[config.mk]
export PLATFORM = sky130hd
export DESIGN_NAME = bcpu_ibus_responder
export DESIGN_NICKNAME = d
export VERILOG_FILES = /design/src/rtl/bcpu_ibus_responder.sv
export SDC_FILE = /design/constraint.sdc
export NUM_CORES = 1
export LEC_CHECK = 0
export CORE_MARGIN = 2
export CORE_UTILIZATION = 25
export DETAILED_ROUTE_END_ITERATION = 8
export HOLD_SLACK_MARGIN = 0.1
export PLACE_DENSITY = 0.57
export SLEW_MARGIN = 20
export SYNTH_ARGS = -nofsm -noshare
export SYNTH_HDL_FRONTEND = slang
export SYNTH_SLANG_ARGS = --single-unit
[constraint.sdc]
create_clock -name CLK -period 5.7 [get_ports CLK]
set_input_delay 1.425 -clock CLK [delete_from_list [all_inputs] [get_ports CLK]]
set_output_delay 1.425 -clock CLK [all_outputs]
set_load 0.05 [all_outputs]
[src/rtl/bcpu_ibus_responder.sv]
// BCPU16 IBUS responder: four masked-write output ports, four
// double-synchronized input ports, and a registered one-cycle response
// for IN / OUT / WAITE / WAITNE with a per-thread bounded wait retry.
module bcpu_ibus_responder #(
  parameter int unsigned DATA_WIDTH      = 16,
  parameter int unsigned BUS_ADDR_WIDTH  = 3,
  parameter int unsigned BUS_OP_WIDTH    = 2,
  parameter int unsigned THREAD_ID_WIDTH = 2,
  parameter int unsigned WAIT_TIMEOUT    = 0
) (
  input  logic                       CLK,
  input  logic                       RESET_N,
  input  logic                       REQ_VALID,
  input  logic [BUS_OP_WIDTH-1:0]    REQ_OP,
  input  logic [BUS_ADDR_WIDTH-1:0]  REQ_ADDR,
  input  logic [THREAD_ID_WIDTH-1:0] REQ_THREAD,
  input  logic [DATA_WIDTH-1:0]      REQ_A_VALUE,
  input  logic [DATA_WIDTH-1:0]      REQ_MASK,
  output logic                       RESP_VALID,
  output logic [THREAD_ID_WIDTH-1:0] RESP_THREAD,
  output logic [DATA_WIDTH-1:0]      RESP_DATA,
  output logic                       RESP_WREN,
  output logic                       RESP_Z,
  output logic                       RESP_RETRY,
  output logic                       RESP_TIMEOUT,
  output logic [4*DATA_WIDTH-1:0]    PORT_OUT,
  input  logic [4*DATA_WIDTH-1:0]    PORT_IN
);

  localparam int unsigned NUM_PORTS   = 4;
  localparam int unsigned NUM_THREADS = 1 << THREAD_ID_WIDTH;
  localparam int unsigned CNT_W       = 16;
  // Count value at which the next failed wait is force-released.
  localparam logic [CNT_W-1:0] CNT_LAST =
    (WAIT_TIMEOUT == 0) ? '0 : CNT_W'(WAIT_TIMEOUT - 1);

  typedef enum logic [BUS_OP_WIDTH-1:0] {
    OP_READ   = BUS_OP_WIDTH'(0),
    OP_WRITE  = BUS_OP_WIDTH'(1),
    OP_WAITE  = BUS_OP_WIDTH'(2),
    OP_WAITNE = BUS_OP_WIDTH'(3)
  } op_e;

  logic [DATA_WIDTH-1:0] outreg_q [NUM_PORTS];
  logic [DATA_WIDTH-1:0] outreg_d [NUM_PORTS];
  logic [DATA_WIDTH-1:0] sync1_q  [NUM_PORTS];
  logic [DATA_WIDTH-1:0] sync2_q  [NUM_PORTS];
  logic [CNT_W-1:0]      cnt_q    [NUM_THREADS];
  logic [CNT_W-1:0]      cnt_d    [NUM_THREADS];

  logic                       resp_valid_q,   resp_valid_d;
  logic [THREAD_ID_WIDTH-1:0] resp_thread_q,  resp_thread_d;
  logic [DATA_WIDTH-1:0]      resp_data_q,    resp_data_d;
  logic                       resp_wren_q,    resp_wren_d;
  logic                       resp_z_q,       resp_z_d;
  logic                       resp_retry_q,   resp_retry_d;
  logic                       resp_timeout_q, resp_timeout_d;

  op_e                   req_op;
  logic [1:0]            port_sel;
  logic                  in_bank;
  logic [DATA_WIDTH-1:0] addr_val;
  logic [DATA_WIDTH-1:0] masked_val;
  logic                  wait_met;
  logic                  wait_fail;
  logic [CNT_W-1:0]      cnt_cur;
  logic                  timeout_hit;

  assign req_op   = op_e'(REQ_OP);
  assign port_sel = REQ_ADDR[1:0];
  assign in_bank  = REQ_ADDR[2];

  // Addressed value and wait condition, from state held before this edge
  always_comb begin
    addr_val    = in_bank ? sync2_q[port_sel] : outreg_q[port_sel];
    masked_val  = addr_val & REQ_MASK;
    wait_met    = (((addr_val ^ REQ_A_VALUE) & REQ_MASK) == '0);
    wait_fail   = 1'b0;
    case (req_op)
      OP_WAITE:  wait_fail = !wait_met;
      OP_WAITNE: wait_fail = wait_met;
      default:   wait_fail = 1'b0;
    endcase
    cnt_cur     = cnt_q[REQ_THREAD];
    timeout_hit = (WAIT_TIMEOUT != 0) && wait_fail && (cnt_cur == CNT_LAST);
  end

  // Next-state for output registers, retry counters and the response
  always_comb begin
    outreg_d       = outreg_q;
    cnt_d          = cnt_q;
    resp_valid_d   = 1'b0;
    resp_thread_d  = '0;
    resp_data_d    = '0;
    resp_wren_d    = 1'b0;
    resp_z_d       = 1'b0;
    resp_retry_d   = 1'b0;
    resp_timeout_d = 1'b0;
    if (REQ_VALID) begin
      resp_valid_d  = 1'b1;
      resp_thread_d = REQ_THREAD;
      case (req_op)
        OP_READ: begin
          resp_data_d         = masked_val;
          resp_wren_d         = 1'b1;
          resp_z_d            = (masked_val == '0);
          cnt_d[REQ_THREAD]   = '0;
        end
        OP_WRITE: begin
          if (!in_bank) begin
            outreg_d[port_sel] = (outreg_q[port_sel] & ~REQ_MASK) |
                                 (REQ_A_VALUE & REQ_MASK);
          end
          cnt_d[REQ_THREAD] = '0;
        end
        default: begin
          if (!wait_fail) begin
            cnt_d[REQ_THREAD] = '0;
          end else if (timeout_hit) begin
            resp_timeout_d    = 1'b1;
            cnt_d[REQ_THREAD] = '0;
          end else begin
            resp_retry_d = 1'b1;
            if (cnt_cur != '1) begin
              cnt_d[REQ_THREAD] = cnt_cur + 1'b1;
            end
          end
        end
      endcase
    end
  end

  // State registers, input synchronizers and registered response
  always_ff @(posedge CLK) begin
    if (!RESET_N) begin
      for (int unsigned k = 0; k < NUM_PORTS; k++) begin
        outreg_q[k] <= '0;
        sync1_q[k]  <= '0;
        sync2_q[k]  <= '0;
      end
      for (int unsigned t = 0; t < NUM_THREADS; t++) begin
        cnt_q[t] <= '0;
      end
      resp_valid_q   <= 1'b0;
      resp_thread_q  <= '0;
      resp_data_q    <= '0;
      resp_wren_q    <= 1'b0;
      resp_z_q       <= 1'b0;
      resp_retry_q   <= 1'b0;
      resp_timeout_q <= 1'b0;
    end else begin
      for (int unsigned k = 0; k < NUM_PORTS; k++) begin
        outreg_q[k] <= outreg_d[k];
        sync1_q[k]  <= PORT_IN[k*DATA_WIDTH +: DATA_WIDTH];
        sync2_q[k]  <= sync1_q[k];
      end
      for (int unsigned t = 0; t < NUM_THREADS; t++) begin
        cnt_q[t] <= cnt_d[t];
      end
      resp_valid_q   <= resp_valid_d;
      resp_thread_q  <= resp_thread_d;
      resp_data_q    <= resp_data_d;
      resp_wren_q    <= resp_wren_d;
      resp_z_q       <= resp_z_d;
      resp_retry_q   <= resp_retry_d;
      resp_timeout_q <= resp_timeout_d;
    end
  end

  // Output ports come straight from the output registers
  always_comb begin
    PORT_OUT = '0;
    for (int unsigned k = 0; k < NUM_PORTS; k++) begin
      PORT_OUT[k*DATA_WIDTH +: DATA_WIDTH] = outreg_q[k];
    end
  end

  assign RESP_VALID   = resp_valid_q;
  assign RESP_THREAD  = resp_thread_q;
  assign RESP_DATA    = resp_data_q;
  assign RESP_WREN    = resp_wren_q;
  assign RESP_Z       = resp_z_q;
  assign RESP_RETRY   = resp_retry_q;
  assign RESP_TIMEOUT = resp_timeout_q;

endmodule

==> summary.md <==
| Metric | Value |
|---|---|
| Post-CTS repair timing setup buffer count | 0 |
| Final setup TNS | 0 ns |
| TritonCTS clock tree | built |
| Yosys warning count | 0 |
| Vertical die dimension | 184 µm |
| DRC violations left | 0 |
| Syn Nets | approximately 900 |
| Syn Std Cell Area | 0.00806 mm² |
| Clock root buffer | clkbuf_16 |
| Unrepaired setup endpoints after global routing | false |
| Critical-path cell with the highest stage delay | or2_1 |
| Worst setup path class | in -> reg |
| Inst Count DP | about 1300 |
| Antenna viol nets, final | 0 |
| Synth Register Bits | 214 |
| Die width | approximately 180 µm |
| Tightest slew margin relative to the limit | 0.365 |
| First-iteration detailed-routing DRC count | 356 |
| Routed Wire Length | between 20 and 30 mm |
| Number of gates resized after CTS | 0 |
| Biggest fanout along the worst timing path | 36 |
| Hold buffer count at CTS | 0 |
| Initial standard-cell utilization of the core | 0.255 |
| CP Capture Type | flip-flop |
| Die Footprint | about 0.034 mm² |
| Count of placed standard cells in the final layout, fillers left out | 1363 |
| Global route total overflow | 0 |
| Combined flip-flop and latch cell area | approximately 0.0043 mm² |
| Result of the run | completed |
| Synth cell types | 47 |
| Compound-Gate Fraction of Synth Area | 0.148 |
| Total global-route track usage | 0.144 |
| Dominant combinational cell family by area after synthesis | simple AND/OR/NAND/NOR gates |
| Leading post-synthesis cells by cell area | dfxtp_1 (53%), and2_1 (10%), o211a_1 (8.0%), mux2i_1 (4.8%), nand2_1 (3.9%) |
| Depth of the CTS H-tree | 1 |
| Post-Synth Simple-Gate Area | 0.179 |
| Vias in the first global route | 5794 |
| Maximum number of pins on one net before global-route repair | 128 |
| Share of the synthesized area in the top cell type | 0.532 |
| Max stage delay on crit path | roughly 0.64 ns |
| CTS max path bufs | 3 |
| Pin slew with the least headroom to its limit | 0.952 ns |
| Placed inst area | 0.0102 mm² |
| Final net count | 1048 |
| Max-cap violation count | 0 |
| Layout cells sized above 1 | 0.0886 |
| Max Clock Freq | 257 MHz |
| Most frequently used flop master after synthesis | dfxtp_1 |
| Hold WC Path Type | reg -> reg |
| Via-per-instance ratio | 4.48 |
| CTS sink count | roughly 210 |
| XOR/XNOR Fraction of Synth Area | 0.0174 |
| Antenna violations before repair | 4 |
| Final standard cell area without fillers | between 0.01 and 0.015 mm² |
| Required @ worst endpoint | just over 6 ns |
| Post-synth top area cell | dfxtp_1 |
| 1st-pass router iterations | 5 |
| Number of port buffers | 191 |
| Multiplexer area fraction after synthesis | 0.0834 |
| Synthesized area per cell | between 10 and 15 µm² |
| Last weighted congestion value of the routability-driven placer | 0.862 |
| Number of fill cells | 3187 |
| Overall power after layout | roughly 3.6 mW |
| Max rail drop VDD | 0.181 mV |
| Total of endpoints with negative setup slack in the final report | 0 |
| Area added between synthesis and finish | 37.9% |
| Static power due to leakage | 5.02 nW |
| Dpl hpwl | about 19 mm |
| Kind of launch point of the worst setup path | input port |
| Post-Synthesis Cells | roughly 770 |
| Post-synth EDFFs | 0 |
| Fin. max-slew vios | 0 |
| Vias after detailed routing | 6104 |
| Reg clk slew, reported paths | 0.07 ns |
| PD cells | 320 mW/mm² |
| Final period demand of the worst path | 3.89 ns |
| Core ar. | 0.0316 mm² |
| Final worst path period share | 0.683 |
| Setup WS pre-CTS | 1.27 ns |
| Post-layout worst setup margin | 1.81 ns |
| Area taken by multi-input logic gates | 0.00346 mm² |
| Sequence of cells on the critical path | clkdlybuf4s50_1 -> buf_4 -> or2_1 -> o22ai_1 -> a221oi_1 -> xor2_1 -> a22oi_1 -> nand4_1 -> nor3_1 -> and4b_1 |
| Synthesized-area fraction occupied by adder cells | 0 |
| Post-synthesis sequential area ratio | 0.532 |
| First-pass GRT wire length | 36.2 mm |
| Top-level port count | between 150 and 200 |
| Async set-reset flop share out of synthesis | 0 |
| WL/cell | 18.4 µm |
| Count of final hold-check violations | 0 |
| Clk_lat worst skew | 0.53 ns |
| Clock tree skew after final layout | 0.0195 ns |
| Crit path arrival time | between 4 and 5 ns |
| Number of cell rows | 65 |
| TritonCTS buffer count | 24 |
[per-layer routing]
metal	up-vias	share of wire	global-route usage
met2	217	0.49	0.248
met5	-	0.0011	0
met4	4	0.013	0.0326
li1	3002	-	-
met3	29	0.078	0.0363
met1	2852	0.42	0.180
[worst paths after layout]
| kind | start | to | slack [ns] | cells after the start |
|---|---|---|---|---|
| hold / removal | sync1_q[0][49] | sync2_q[3][1] | 0.42 | 1 |
| setup / recovery | REQ_ADDR[1] | RESP_RETRY | 1.81 | 10 |
| setup reg to reg | PORT_OUT[51] | RESP_RETRY | 3.63 | 8 |
| hold reg to reg | sync1_q[0][49] | sync2_q[3][1] | 0.42 | 1 |
[metrics by stage]
| stage | hold slack (ns) | util |
|---|---|---|
| global route | 0.442 | 0.351 |
| detailed placement | 0.418 | 0.324 |
| floorplan | 0.412 | - |
| finish | 0.425 | 0.351 |
| global placement | 0.416 | 0.324 |
| CTS | 0.431 | 0.351 |
[flip-flops by register name (all words and copies together) (netlist names)]
signal / count
RESP_THREAD: 2
RESP_DATA: 16
RESP_Z: 1
RESP_VALID: 1
sync2_q: 64
sync1_q: 64
PORT_OUT: 64
RESP_WREN: 1
RESP_RETRY: 1
[cell usage in the layout, fill, tap and decap left out, types with 5 or more instances in the layout]
| cell type | synthesis | layout |
|---|---|---|
| nand4_1 | 6 | 6 |
| a22oi_1 | 15 | 15 |
| a221oi_1 | 5 | 5 |
| o22ai_1 | 9 | 9 |
| buf_4 | 1 | 11 |
| xor2_1 | 9 | 9 |
| nand2_1 | 84 | 84 |
| and2_1 | 132 | 132 |
| clkdlybuf4s50_1 | 0 | 189 |
| nor2_1 | 39 | 38 |
| clkbuf_8 | 0 | 5 |
| mux2i_1 | 39 | 39 |
| o211a_1 | 64 | 64 |
| a21oi_1 | 14 | 14 |
| clkbuf_16 | 0 | 25 |
| mux2_2 | 25 | 25 |
| a211oi_1 | 14 | 14 |
| dfxtp_1 | 214 | 214 |
| xnor2_1 | 7 | 7 |
[cells by family after synthesis]
kind of cell | after synthesis
buffers and inverters | 59
AND/OR/NAND/NOR | 279
multiplexers | 64
XOR/XNOR | 16
other | 1
AO/OA/AOI/OAI | 138
flip-flops | 214
[cell type report]
cell class                      count  area share
Tap cell                          402      0.0453
Inverter                            4     0.00135
Clock buffer                       32      0.0632
Clock inverter                     11      0.0150
Sequential cell                   214       0.386
Multi-Input combinational cell    498       0.311
Antenna cell                        2    0.000450
Timing Repair Buffer              200       0.178
[synth_stat cells (all sizes together) (4+ instances only)]
| library cell | n |
|---|---|
| dfxtp | 214 |
| and2 | 132 |
| nand2 | 85 |
| o211a | 64 |
| clkbuf | 41 |
| mux2i | 39 |
| nor2 | 39 |
| mux2 | 25 |
| a211oi | 15 |
| a22oi | 15 |
| a21oi | 14 |
| buf | 14 |
| o22ai | 9 |
| xor2 | 9 |
| xnor2 | 7 |
| nand4 | 6 |
| a221oi | 5 |
| and3 | 4 |
| inv | 4 |
| o2111ai | 4 |
| o211ai | 4 |
[worst max-delay path: cells and delay by family]
kind,cells,cell delay (ns)
XOR/XNOR,1,0.11
AO/OA/AOI/OAI,3,0.78
buffers and inverters,2,0.83
AND/OR/NAND/NOR,4,1.16
[report_power, final]
| part | leakage [nW] | switching (mW) | internal (mW) | total [mW] |
|---|---|---|---|---|
| Sequential | 1.75 | 0.0148 | 1.55 | 1.56 |
| Combinational | 2.84 | 0.178 | 0.157 | 0.334 |
| Clock | 0.425 | 0.617 | 1.05 | 1.66 |
Note: power is estimated with default switching activity, not from simulation.
